===== src/rtl/pe_array_ctrl_if.sv =====
// Weight-column and input-vector stream handshakes between a feeder (master) and
// the PE array sequencer (slave).
interface pe_array_ctrl_if #(
    parameter int ARRAY_DIM  = 16,
    parameter int DATA_WIDTH = 8
);
    logic                            w_valid;
    logic                            w_ready;
    logic [ARRAY_DIM*DATA_WIDTH-1:0] w_data;
    logic                            d_valid;
    logic                            d_ready;
    logic [ARRAY_DIM*DATA_WIDTH-1:0] d_data;

    modport master (
        output w_valid, w_data, d_valid, d_data,
        input  w_ready, d_ready
    );

    modport slave (
        input  w_valid, w_data, d_valid, d_data,
        output w_ready, d_ready
    );
endinterface


===== src/rtl/pe_array_ctrl.sv =====
// Sequencer for the 16x16 weight-stationary PE array: weight load, vector streaming,
// result tagging across the 17-cycle array pipeline. Optional counters: PE_ARRAY_CTRL_PERF_EN.
module pe_array_ctrl #(
    parameter int ARRAY_DIM  = 16,
    parameter int DATA_WIDTH = 8,
    parameter int ACC_WIDTH  = 32,
    parameter int CNT_WIDTH  = 16
) (
    input  logic                            clk,
    input  logic                            rst,
    pe_array_ctrl_if.slave                  strm,
    input  logic                            start_i,
    input  logic                            reuse_weights_i,
    input  logic [CNT_WIDTH-1:0]            num_vectors_i,
    output logic                            weight_write_enable_o,
    output logic [3:0]                      weight_col_o,
    output logic [ARRAY_DIM*DATA_WIDTH-1:0] weight_in_o,
    output logic [ARRAY_DIM*DATA_WIDTH-1:0] data_in_o,
    input  logic [ARRAY_DIM*ACC_WIDTH-1:0]  psum_out_i,
    output logic                            res_valid_o,
    output logic                            res_last_o,
    output logic [ARRAY_DIM*ACC_WIDTH-1:0]  res_data_o,
    output logic                            busy_o,
    output logic                            done_o
`ifdef PE_ARRAY_CTRL_PERF_EN
    ,
    output logic [31:0]                     stall_cycles_o,
    output logic [31:0]                     job_cycles_o
`endif
);
    localparam int PIPE = ARRAY_DIM + 1;

    typedef enum logic [2:0] {IDLE, LOAD_W, STREAM, DRAIN, DONE} state_e;

    state_e                            state_q, state_d;
    logic [CNT_WIDTH-1:0]              num_q;
    logic [CNT_WIDTH-1:0]              acc_cnt_q;
    logic [CNT_WIDTH-1:0]              res_cnt_q;
    logic [3:0]                        col_cnt_q;
    logic [PIPE-1:0]                   vld_q;
    logic                              wwe_q;
    logic [3:0]                        wcol_q;
    logic [ARRAY_DIM*DATA_WIDTH-1:0]   win_q;
    logic [ARRAY_DIM*DATA_WIDTH-1:0]   din_q;

    logic w_hs, d_hs, job_start;

    assign w_hs      = strm.w_valid && strm.w_ready;
    assign d_hs      = strm.d_valid && strm.d_ready;
    assign job_start = (state_q == IDLE) && start_i;

    always_ff @(posedge clk) begin
        if (rst) state_q <= IDLE;
        else     state_q <= state_d;
    end

    always_comb begin
        state_d = state_q;
        case (state_q)
            IDLE:   if (start_i) state_d = reuse_weights_i ? STREAM : LOAD_W;
            LOAD_W: if (w_hs && col_cnt_q == 4'(ARRAY_DIM - 1))
                        state_d = (num_q == '0) ? DONE : STREAM;
            STREAM: begin
                if (num_q == '0)
                    state_d = DONE;
                else if (d_hs && acc_cnt_q == num_q - 1'b1)
                    state_d = DRAIN;
            end
            // The bottom stage leaves this cycle, so only the upper stages must be empty.
            DRAIN:  if (vld_q[PIPE-2:0] == '0) state_d = DONE;
            DONE:   state_d = IDLE;
            default: state_d = IDLE;
        endcase
    end

    always_comb begin
        strm.w_ready = 1'b0;
        strm.d_ready = 1'b0;
        busy_o       = 1'b0;
        done_o       = 1'b0;
        case (state_q)
            LOAD_W: begin strm.w_ready = 1'b1; busy_o = 1'b1; end
            STREAM: begin strm.d_ready = (acc_cnt_q < num_q); busy_o = 1'b1; end
            DRAIN:  busy_o = 1'b1;
            DONE:   done_o = 1'b1;
            default: ;
        endcase
    end

    always_ff @(posedge clk) begin
        if (rst) begin
            num_q     <= '0;
            acc_cnt_q <= '0;
            res_cnt_q <= '0;
            col_cnt_q <= '0;
            vld_q     <= '0;
            wwe_q     <= 1'b0;
            wcol_q    <= '0;
            win_q     <= '0;
            din_q     <= '0;
        end else begin
            vld_q <= {vld_q[PIPE-2:0], d_hs};
            wwe_q <= w_hs;
            din_q <= d_hs ? strm.d_data : '0;
            if (w_hs) begin
                wcol_q    <= col_cnt_q;
                win_q     <= strm.w_data;
                col_cnt_q <= col_cnt_q + 1'b1;
            end
            if (d_hs)        acc_cnt_q <= acc_cnt_q + 1'b1;
            if (res_valid_o) res_cnt_q <= res_cnt_q + 1'b1;
            if (job_start) begin
                num_q     <= num_vectors_i;
                acc_cnt_q <= '0;
                res_cnt_q <= '0;
                col_cnt_q <= '0;
            end
        end
    end

    assign weight_write_enable_o = wwe_q;
    assign weight_col_o          = wcol_q;
    assign weight_in_o           = win_q;
    assign data_in_o             = din_q;
    assign res_valid_o           = vld_q[PIPE-1];
    assign res_last_o            = vld_q[PIPE-1] && (res_cnt_q == num_q - 1'b1);
    assign res_data_o            = psum_out_i;

`ifdef PE_ARRAY_CTRL_PERF_EN
    logic [31:0] stall_q, job_q;

    always_ff @(posedge clk) begin
        if (rst) begin
            stall_q <= '0;
            job_q   <= '0;
        end else if (job_start) begin
            stall_q <= '0;
            job_q   <= '0;
        end else begin
            if (busy_o && job_q != '1) job_q <= job_q + 1'b1;
            if (state_q == STREAM && strm.d_ready && !strm.d_valid && stall_q != '1)
                stall_q <= stall_q + 1'b1;
        end
    end

    assign stall_cycles_o = stall_q;
    assign job_cycles_o   = job_q;
`endif
endmodule


===== src/flat_wrapper.sv =====
// flat-port wrapper written by rule: the top's interface ports become plain ports
module pe_array_ctrl_flat 
#(
    parameter int ARRAY_DIM  = 16,
    parameter int DATA_WIDTH = 8,
    parameter int ACC_WIDTH  = 32,
    parameter int CNT_WIDTH  = 16
)
  (clk, rst, start_i, reuse_weights_i, num_vectors_i, weight_write_enable_o, weight_col_o, weight_in_o, data_in_o, psum_out_i, res_valid_o, res_last_o, res_data_o, busy_o, done_o, strm_w_valid, strm_w_data, strm_d_valid, strm_d_data, strm_w_ready, strm_d_ready);
  pe_array_ctrl_if #(.ARRAY_DIM(ARRAY_DIM), .DATA_WIDTH(DATA_WIDTH)) strm_i ();
  input  logic clk;
  input  logic rst;
  input  logic start_i;
  input  logic reuse_weights_i;
  input  logic [CNT_WIDTH-1:0] num_vectors_i;
  output logic weight_write_enable_o;
  output logic [3:0] weight_col_o;
  output logic [ARRAY_DIM*DATA_WIDTH-1:0] weight_in_o;
  output logic [ARRAY_DIM*DATA_WIDTH-1:0] data_in_o;
  input  logic [ARRAY_DIM*ACC_WIDTH-1:0] psum_out_i;
  output logic res_valid_o;
  output logic res_last_o;
  output logic [ARRAY_DIM*ACC_WIDTH-1:0] res_data_o;
  output logic busy_o;
  output logic done_o;
  input wire logic [$bits(strm_i.w_valid)-1:0] strm_w_valid;
  input wire logic [$bits(strm_i.w_data)-1:0] strm_w_data;
  input wire logic [$bits(strm_i.d_valid)-1:0] strm_d_valid;
  input wire logic [$bits(strm_i.d_data)-1:0] strm_d_data;
  output wire logic [$bits(strm_i.w_ready)-1:0] strm_w_ready;
  output wire logic [$bits(strm_i.d_ready)-1:0] strm_d_ready;
  assign strm_i.w_valid = strm_w_valid;
  assign strm_i.w_data = strm_w_data;
  assign strm_i.d_valid = strm_d_valid;
  assign strm_i.d_data = strm_d_data;
  assign strm_w_ready = strm_i.w_ready;
  assign strm_d_ready = strm_i.d_ready;
  pe_array_ctrl #(.ARRAY_DIM(ARRAY_DIM), .DATA_WIDTH(DATA_WIDTH), .ACC_WIDTH(ACC_WIDTH), .CNT_WIDTH(CNT_WIDTH)) u_core (.clk(clk), .rst(rst), .strm(strm_i), .start_i(start_i), .reuse_weights_i(reuse_weights_i), .num_vectors_i(num_vectors_i), .weight_write_enable_o(weight_write_enable_o), .weight_col_o(weight_col_o), .weight_in_o(weight_in_o), .data_in_o(data_in_o), .psum_out_i(psum_out_i), .res_valid_o(res_valid_o), .res_last_o(res_last_o), .res_data_o(res_data_o), .busy_o(busy_o), .done_o(done_o));
endmodule

===== config.mk =====
export PLATFORM = sky130hd
export DESIGN_NAME = pe_array_ctrl_flat
export DESIGN_NICKNAME = d
export VERILOG_FILES = /design/src/rtl/pe_array_ctrl_if.sv /design/src/rtl/pe_array_ctrl.sv /design/src/flat_wrapper.sv
export SDC_FILE = /design/constraint.sdc
export NUM_CORES = 1
export LEC_CHECK = 0
export CAP_MARGIN = 40
export CORE_AREA = 3 3 614 616
export DETAILED_ROUTE_END_ITERATION = 16
export DIE_AREA = 0 0 617 619
export MAX_ROUTING_LAYER = met4
export PLACE_DENSITY = 0.3
export SLEW_MARGIN = 20
export SYNTH_ARGS = -nofsm -noshare
export SYNTH_HDL_FRONTEND = slang
export SYNTH_SLANG_ARGS = --single-unit

===== constraint.sdc =====
create_clock -name clk -period 3.1 [get_ports clk]
set_clock_uncertainty 0.1 [all_clocks]
set_input_delay 0.775 -clock clk [delete_from_list [all_inputs] [get_ports clk]]
set_output_delay 0.775 -clock clk [all_outputs]
set_load 0.1 [all_outputs]

## Word level (Yosys, flattened, before mapping)

Cells that the tools add are included.

- Register bits: 333
- Logic and storage cells: 52
- Bits of input ports: 790
- Output and inout bits: 779

- Eq/ne operators: 11
- Bitwise gates (word level): 1
- $add $sub $neg: 4
- Order comparisons: 1
- Multiplexer cells: 12
- Reduce and logical (&&, ||, !) cells: 13

Operators by type and width:

| kind | count |
|---|---|
| adder 16 x 1 -> 16 bit, second input constant | 2 |
| equality test 16 bit | 2 |
| logical NOT 16 bit | 2 |
| 2-to-1 mux 3 bit | 6 |
| less-than comparator 16 bit | 1 |
| subtractor 16 x 1 -> 16 bit, second input constant | 1 |
| one-hot mux 3 bit (4 select lines) | 1 |
| equality test 3 x 2 -> 1 bit, second input constant | 2 |
| logical AND 1 bit | 6 |
| adder 4 x 1 -> 4 bit, second input constant | 1 |
| equality test 4 bit, second input constant | 1 |
| 2-to-1 mux 1 bit | 4 |
| inequality test 2 x 1 -> 1 bit, second input constant | 2 |
| AND reduction 4 bit | 1 |
| OR reduction 2 bit | 2 |
| equality test 3 x 1 -> 1 bit, second input constant | 1 |
| equality test 3 bit, second input constant | 1 |
| logical NOT 3 bit | 1 |
| inequality test 3 x 1 -> 1 bit, second input constant | 1 |
| OR reduction 3 bit | 1 |
| 2-to-1 mux 2 bit | 1 |
| inequality test 2 bit, second input constant | 1 |
| inverter 1 bit | 1 |

## Depth between registers and ports, before layout

Gate-level depths: netlist of the first run.

- Depth in word-level cells: 7
- Mapped depth: 11
- Depth with buffers taken out: 9

## Least setup slack after synthesis of the first run

OpenSTA, ideal clock, no wires.

- Path kind: register to output
- Start: reg u_core.num_q[0]
- End: out res_last_o
- Required time: 2.225 ns
- Slack: -4.424 ns
- Cell stages (with the launch flop): 11
- Data arrival time: 6.649 ns
- Path through: dfxtp_1 inv_1 ha_1 clkbuf_1 clkbuf_1 nand4_1 xnor2_1 nand2_1 nor4_1 o2111ai_1 a2111oi_0

- Word-level cells in the longest chain between the ends: 3

RTL lines:

| element | line | RTL |
|---|---|---|
| start, declared | pe_array_ctrl.sv:36 | `logic [CNT_WIDTH-1:0] num_q;` |
| start signal, assigned | pe_array_ctrl.sv:113 | `num_q <= num_vectors_i;` |
| subtractor 16 x 1 -> 16 bit | pe_array_ctrl.sv:126 | `assign res_last_o = vld_q[PIPE-1] && (res_cnt_q == num_q - 1'b1);` |
| equality test 16 bit | pe_array_ctrl.sv:126 |  |
| logical AND 1 bit | pe_array_ctrl.sv:126 |  |
| end, declared | flat_wrapper.sv:22 | `output logic res_last_o;` |

Every way passes these cells.

## Final worst setup path of the first run

- Start: reg u_core.num_q[3]
- End: out res_last_o

The elaborated chain is that of the path after synthesis.

==> results.sh, run 1 <==
export IMPL_place_area_sq_um=23910
export IMPL_violations="negative setup slack"
export IMPL_async_flop_share_pct=0
export IMPL_max_cap_viol_count=0
export IMPL_wl_per_cell_um=18.88
export IMPL_final_common_cell="buf_4"
export IMPL_total_power_mw=17.92
export IMPL_viasPerCell=1.915
export IMPL_cts_buffers=52
export IMPL_ir_drop_v=0.0004025
export IMPL_crit_fanout=3
export IMPL_yosysUniqueCellTypes=54
export IMPL_cts_tree="done"
export IMPL_synth_seq_cells=333
export IMPL_min_period_over_period_pct=123.8
export IMPL_p_leak_nw=8.640
export IMPL_die_w_um=617
export IMPL_r2r_slack_ns=0.12
export IMPL_crit_end="res_last_o"
export IMPL_status="finished, violations left"
export IMPL_design_area_sq_um=26300
export IMPL_die_area_sq_um=381900
export IMPL_powerDensity_nw_per_um2=681.2
export IMPL_most_common_layout_cells="buf_4 (361), nand2_1 (321), dfxtp_1 (319), clkdlybuf4s50_1 (276), a21oi_1 (165)"
export IMPL_grt_max_degree=105
export IMPL_row_count=224
export IMPL_setup_viol=2
export IMPL_clkTransAtPathRegs_ns=0.06
export IMPL_post_place_ws_ns=-0.3277
export IMPL_drtAntennaViolNets=0
export IMPL_timing_rr_end="u_core.state_q[1]"
export IMPL_setup_ws_ns=-0.7377
export IMPL_end_kind="output port"
export IMPL_routed_wl_mm=132.9
export IMPL_rr_startpoint="u_core.num_q[3]"
export IMPL_dp_cells=6909
export IMPL_cts_root_buffer="clkbuf_16"
export IMPL_postCtsHoldBufs=0
export IMPL_grt_pass1_vias=13950
export IMPL_crit_required_ns=2.22
export IMPL_post_route_min_period_ns=3.838
export IMPL_first_pass_iters=5
export IMPL_min_path_type="primary input to flip-flop"
export IMPL_antenna_found_initial=97
export IMPL_dieHeight_um=619
export IMPL_htreeDepth=2
export IMPL_max_freq_ghz=0.2606
export IMPL_overflow=0
export IMPL_slew_headroom_pct=52.06
export IMPL_cts_buffer_depth=3
export IMPL_drt_iter0_drc=549
export IMPL_worstHoldStart="rst"
export IMPL_clk_latency_ns=0.69
export IMPL_cp_start_kind="flip-flop"
export IMPL_seq_area_frac_synth_pct=41.57
export IMPL_synthCells=1886
export IMPL_coreArea_sq_um=371900
export IMPL_gp_congestion=0.7587
export IMPL_synthesis_area_sq_um=16040
export IMPL_hold_viol=0
export IMPL_track_usage_pct=6.838
export IMPL_dp_hpwl_mm=114.1
export IMPL_synth_edf_count=0
export IMPL_tightest_slew_ns=0.7191
export IMPL_finalNetCount=2824
export IMPL_critical_path_class="flip-flop to output port"
export IMPL_cp_arrival_ns=2.96
export IMPL_ios=1569
export IMPL_rsz0062_at_grt="true"
export IMPL_syn_nets=2697
export IMPL_r2r_cells=16
export IMPL_vias=13480
export IMPL_critPathLaunch="u_core.num_q[3]"
export IMPL_syn2layout_area_growth_pct=64.00
export IMPL_instances_no_fill=7037
export IMPL_avgSynthCellArea_sq_um=8.504
export IMPL_portBuffers=544
export IMPL_clock_sinks=333
export IMPL_drv_slew=0
export IMPL_initial_core_util_pct=4.312
export IMPL_drc=0
export IMPL_synth_warnings=0
export IMPL_tns_ns=-1.217
export IMPL_synthFlopType="dfxtp_1"
export IMPL_final_layout_size_suffix_gt1_share_pct=26.57
export IMPL_grt_pass1_wl_mm=162.7
[cells by family after synthesis]
kind of cell | after synthesis | synth area share, %
and+or+nand+nor | 624 | 18.75
buffers and inverters | 623 | 26.67
DFF | 333 | 41.57
AOI/OAI and AO/OA | 213 | 7.333
xor gates and xnor gates | 67 | 3.706
adders and majority gates | 21 | 1.638
muxes | 5 | 0.3277
[Yosys cell counts, drive strengths merged, types with 2 or more instances]
library cell,number,area [sq um]
mux2,2,22.52
or4,3,26.27
inv,23,86.33
or3,7,43.79
ha,21,262.8
mux2i,3,30.03
and2,133,832.1
buf,521,3895
nor2,54,202.7
clkbuf,79,296.5
xor2,35,306.5
and3,13,81.33
o211ai,3,22.52
nand2b,3,18.77
and4,4,35.03
a311oi,4,35.03
nand3,12,60.06
a2111oi,5,50.04
o21ai,17,88.84
nor2b,23,143.9
nor4,12,117.6
a21oi,165,825.8
dfxtp,333,6666
nand4,24,150.1
xnor2,32,287.8
nor3b,2,15.01
a41oi,4,35.03
a211oi,3,22.52
nand2,322,1209
nor3,8,40.04
o31ai,2,15.01
[worst max-delay path, cell delays in order, from the launching register on]
cell and delay, ns:
dfxtp_2 0.33, buf_6 0.12, nor4_4 0.30, buf_6 0.16, nand4_1 0.12, nor2_2 0.15
xnor2_1 0.09, nor4_2 0.27, buf_4 0.16, o2111ai_4 0.10, a2111oi_4 0.30, buf_12 0.22
[worst min-delay path by stage]
stage | endpoint | slack, ns | depth (start not counted)
final | u_core.num_q[15] | 0.29 | 2
after detailed placement | u_core.weight_in_o[103] | 0.35 | 2
after global routing | u_core.num_q[15] | 0.23 | 2
after floorplan | u_core.vld_q[10] | 0.34 | 1
after CTS | u_core.num_q[14] | 0.20 | 2
after global placement | u_core.weight_in_o[49] | 0.34 | 2
[report_power, final]
group | internal (mW) | switching (mW) | leakage, nW
combinational | 2.03 | 4.43 | 5.03
clock | 4.03 | 2.55 | 0.913
sequential | 4.64 | 0.230 | 2.70
[per-layer routing]
| layer | global-route usage (%) | wire length (um) | up-vias | part of all wire [%] |
|---|---|---|---|---|
| li1 | - | - | 5799 | - |
| met3 | 4.768 | 20680 | 490 | 16 |
| met2 | 11.40 | 64220 | 1106 | 48 |
| met1 | 5.986 | 41670 | 6082 | 31 |
| met5 | - | 0 | - | 0 |
| met4 | 2.668 | 6282 | 0 | 4.7 |
[sequential cells by signal (all words and copies together) (netlist names)]
register / count
u_core.weight_in_o: 128
u_core.acc_cnt_q: 16
u_core.vld_q: 17
u_core.data_in_o: 128
u_core.res_cnt_q: 16
u_core.col_cnt_q: 4
u_core.state_q: 3
u_core.weight_write_enable_o: 1
u_core.num_q: 16
u_core.weight_col_o: 4
[cell type report]
class / count / area, sq um
fill: 43640 / 345600
sequential: 333 / 6691
tap: 4972 / 6221
timing repair buffer: 673 / 6031
multi-input combinational: 930 / 5351
clock buffer: 70 / 1480
clock inverter: 26 / 405.4
inverter: 23 / 96.34
antenna: 10 / 25.02
[through the flow]
stage	hold WS, ns	util [%]
detailed placement	0.3477	6.428
CTS	0.1994	7.035
global placement	0.3438	6.423
finish	0.2896	7.072
floorplan	0.3385	-
global route	0.2282	7.067
[what timing repair did]
action                                 4_1_cts  5_1_grt
setup endpoints to repair                    3        6
pin swaps                                   18        8
endpoints found under the hold margin        0        0
resized for setup                           56       24
setup buffers                               21        7
No activity file was read; power rests on OpenSTA's default activity.
==> inputs of run 2 (changes only) <==
- CAP_MARGIN: 40 -> not set
==> run 2 against run 1 <==
  * The flow still finishes with violations (negative setup slack)
  * Power decreased by 1.5%
  * Count of clock-buffer cells in the layout is 2 higher
  * Worst setup slack lost 0.086 ns
  * Largest power group is now combinational logic
  * Worst hold slack worse by 0.020 ns
  * Core utilization about the same
==> results.sh, run 2 (synthesized netlist as in run 1, its figures left out) <==
export IMPL_clkTransAtPathRegs_ns=0.06
export IMPL_min_period_over_period_pct=126.6
export IMPL_clk_latency_ns=0.67
export IMPL_drv_slew=0
export IMPL_row_count=224
export IMPL_rsz0062_at_grt="true"
export IMPL_worstPathCellList="buf_6, nor4_4, buf_4, nand4_1, nor2_2, xnor2_1, nor4_1, buf_4, o2111ai_4, a2111oi_4, buf_12"
export IMPL_place_area_sq_um=23890
export IMPL_setup_viol=2
export IMPL_die_area_sq_um=381900
export IMPL_clock_sinks=333
export IMPL_dieHeight_um=619
export IMPL_vias=13570
export IMPL_first_pass_iters=5
export IMPL_cts_buffer_depth=3
export IMPL_initial_core_util_pct=4.312
export IMPL_cts_tree="done"
export IMPL_syn2layout_area_growth_pct=62.87
export IMPL_critPathBufInv=4
export IMPL_status="finished, violations left"
export IMPL_powerDensity_nw_per_um2=675.4
export IMPL_highest_signal_layer="met4"
export IMPL_final_layout_size_suffix_gt1_share_pct=25.93
export IMPL_min_path_type="primary input to flip-flop"
export IMPL_viasPerCell=1.930
export IMPL_antenna_found_initial=100
export IMPL_htreeDepth=2
export IMPL_cp_start_kind="flip-flop"
export IMPL_ios=1569
export IMPL_critical_path_class="flip-flop to output port"
export IMPL_cp_arrival_ns=3.05
export IMPL_fillCellCount=43660
export IMPL_drc=0
export IMPL_cts_buffers=51
export IMPL_routed_wl_mm=133.0
export IMPL_coreArea_sq_um=371900
export IMPL_design_area_sq_um=26120
export IMPL_final_common_cell="buf_4"
export IMPL_grt_pass1_wl_mm=162.9
export IMPL_violations="negative setup slack"
export IMPL_cts_root_buffer="clkbuf_16"
export IMPL_wl_met2_mm=64.16
export IMPL_hold_viol=0
export IMPL_crit_required_ns=2.22
export IMPL_wl_per_cell_um=18.92
export IMPL_max_cap_viol_count=0
export IMPL_portBuffers=544
export IMPL_setup_ws_ns=-0.8235
export IMPL_crit_fanout=2
export IMPL_max_freq_ghz=0.2549
export IMPL_most_common_layout_cells="buf_4 (362), nand2_1 (321), dfxtp_1 (319), clkdlybuf4s50_1 (276), a21oi_1 (165)"
export IMPL_dp_hpwl_mm=114.1
export IMPL_track_usage_pct=6.842
export IMPL_gp_congestion=0.7587
export IMPL_post_place_ws_ns=-0.3183
export IMPL_dr_wl_met3_mm=21.08
export IMPL_ir_drop_v=0.0003993
export IMPL_post_route_min_period_ns=3.924
export IMPL_end_kind="output port"
export IMPL_die_w_um=617
export IMPL_finalNetCount=2816
export IMPL_slew_headroom_pct=45.80
export IMPL_fin_util_pct=7.023
export IMPL_overflow=0
export IMPL_wl_met1_mm=41.66
export IMPL_critPathMaxStageDelay_ns=0.33
export IMPL_p_leak_nw=8.556
export IMPL_grt_pass1_vias=13960
export IMPL_crit_top_cell="buf_4"
export IMPL_drt_iter0_drc=476
export IMPL_tightest_slew_ns=0.8187
export IMPL_cp_slowest_cell="dfxtp_2"
export IMPL_postCtsHoldBufs=0
export IMPL_grt_max_degree=105
export IMPL_drtAntennaViolNets=0
export IMPL_critPathTopFamily="simple AND/OR/NAND/NOR gates"
[run 2: cell count changes in the layout (fill, tap and decap cells not counted), moves of 2 or more]
cell and change:
inv_1 +3, diode_2 +2, clkbuf_16 -2, inv_4 -2, clkbuf_1 +3, buf_6 -5
buf_8 -2, inv_6 -2, clkinv_4 +2, bufinv_16 -2
[run 2: path summary, 6_finish.rpt]
check                          start                      end  slack (ns)  cells past startpoint
max                  u_core.num_q[3]               res_last_o       -0.82                     11
min                              rst         u_core.num_q[15]        0.27                      2
max reg2reg          u_core.num_q[3]        u_core.state_q[1]        0.16                     15
min reg2reg  u_core.weight_in_o[119]  u_core.weight_in_o[119]        0.35                      2
[run 2: per-layer routing]
metal,global-route usage (%),up-vias
met1,5.989,6152
li1,-,5793
met2,11.47,1128
met4,2.493,0
met3,4.796,497
met5,-,-
[run 2: worst reg2reg max path, delay by kind of cell (launching register included)]
| kind | cells | cell delay, ns |
|---|---|---|
| and+or+nand+nor | 3 | 0.57 |
| xor gates and xnor gates | 1 | 0.07 |
| muxes | 1 | 0.33 |
| buffers and inverters | 8 | 1.01 |
| AOI/OAI and AO/OA | 2 | 0.42 |
| DFF | 1 | 0.33 |
[run 2: timing repair]
item,CTS,global route
pin swaps,15,8
endpoints found under the hold margin,0,0
setup endpoints to repair,4,5
buffers inserted,18,3
gates resized for setup,42,22
[run 2: through the flow]
step / cells / TNS [ns] / total power [mW] / hold slack, ns
final: 7032 / -1.219 / 17.64 / 0.2695
after global routing: 7022 / -1.692 / 18.63 / 0.1958
after CTS: 7022 / -1.772 / 18.20 / 0.1773
after detailed placement: 6908 / -0.4121 / 11.19 / 0.3483
after global placement: 6908 / -0.5608 / 11.22 / 0.3438
after floorplan: 1886 / -0.9489 / 11.78 / 0.3385
[run 2: area by class of cell]
class / count / area [sq um] / share of cell area, %
Antenna cell: 12 / 30.03 / 0.1150
Clock buffer: 72 / 1455 / 5.571
Clock inverter: 24 / 344.1 / 1.317
Inverter: 23 / 91.34 / 0.3497
Multi-Input combinational cell: 930 / 5358 / 20.51
Sequential cell: 333 / 6689 / 25.61
Tap cell: 4972 / 6221 / 23.82
Timing Repair Buffer: 666 / 5932 / 22.71
[run 2: report_power, final]
| group | switching, mW | internal (mW) |
|---|---|---|
| sequential | 0.230 | 4.64 |
| combinational | 4.40 | 2.00 |
| clock | 2.58 | 3.79 |
| total | 7.21 | 10.4 |
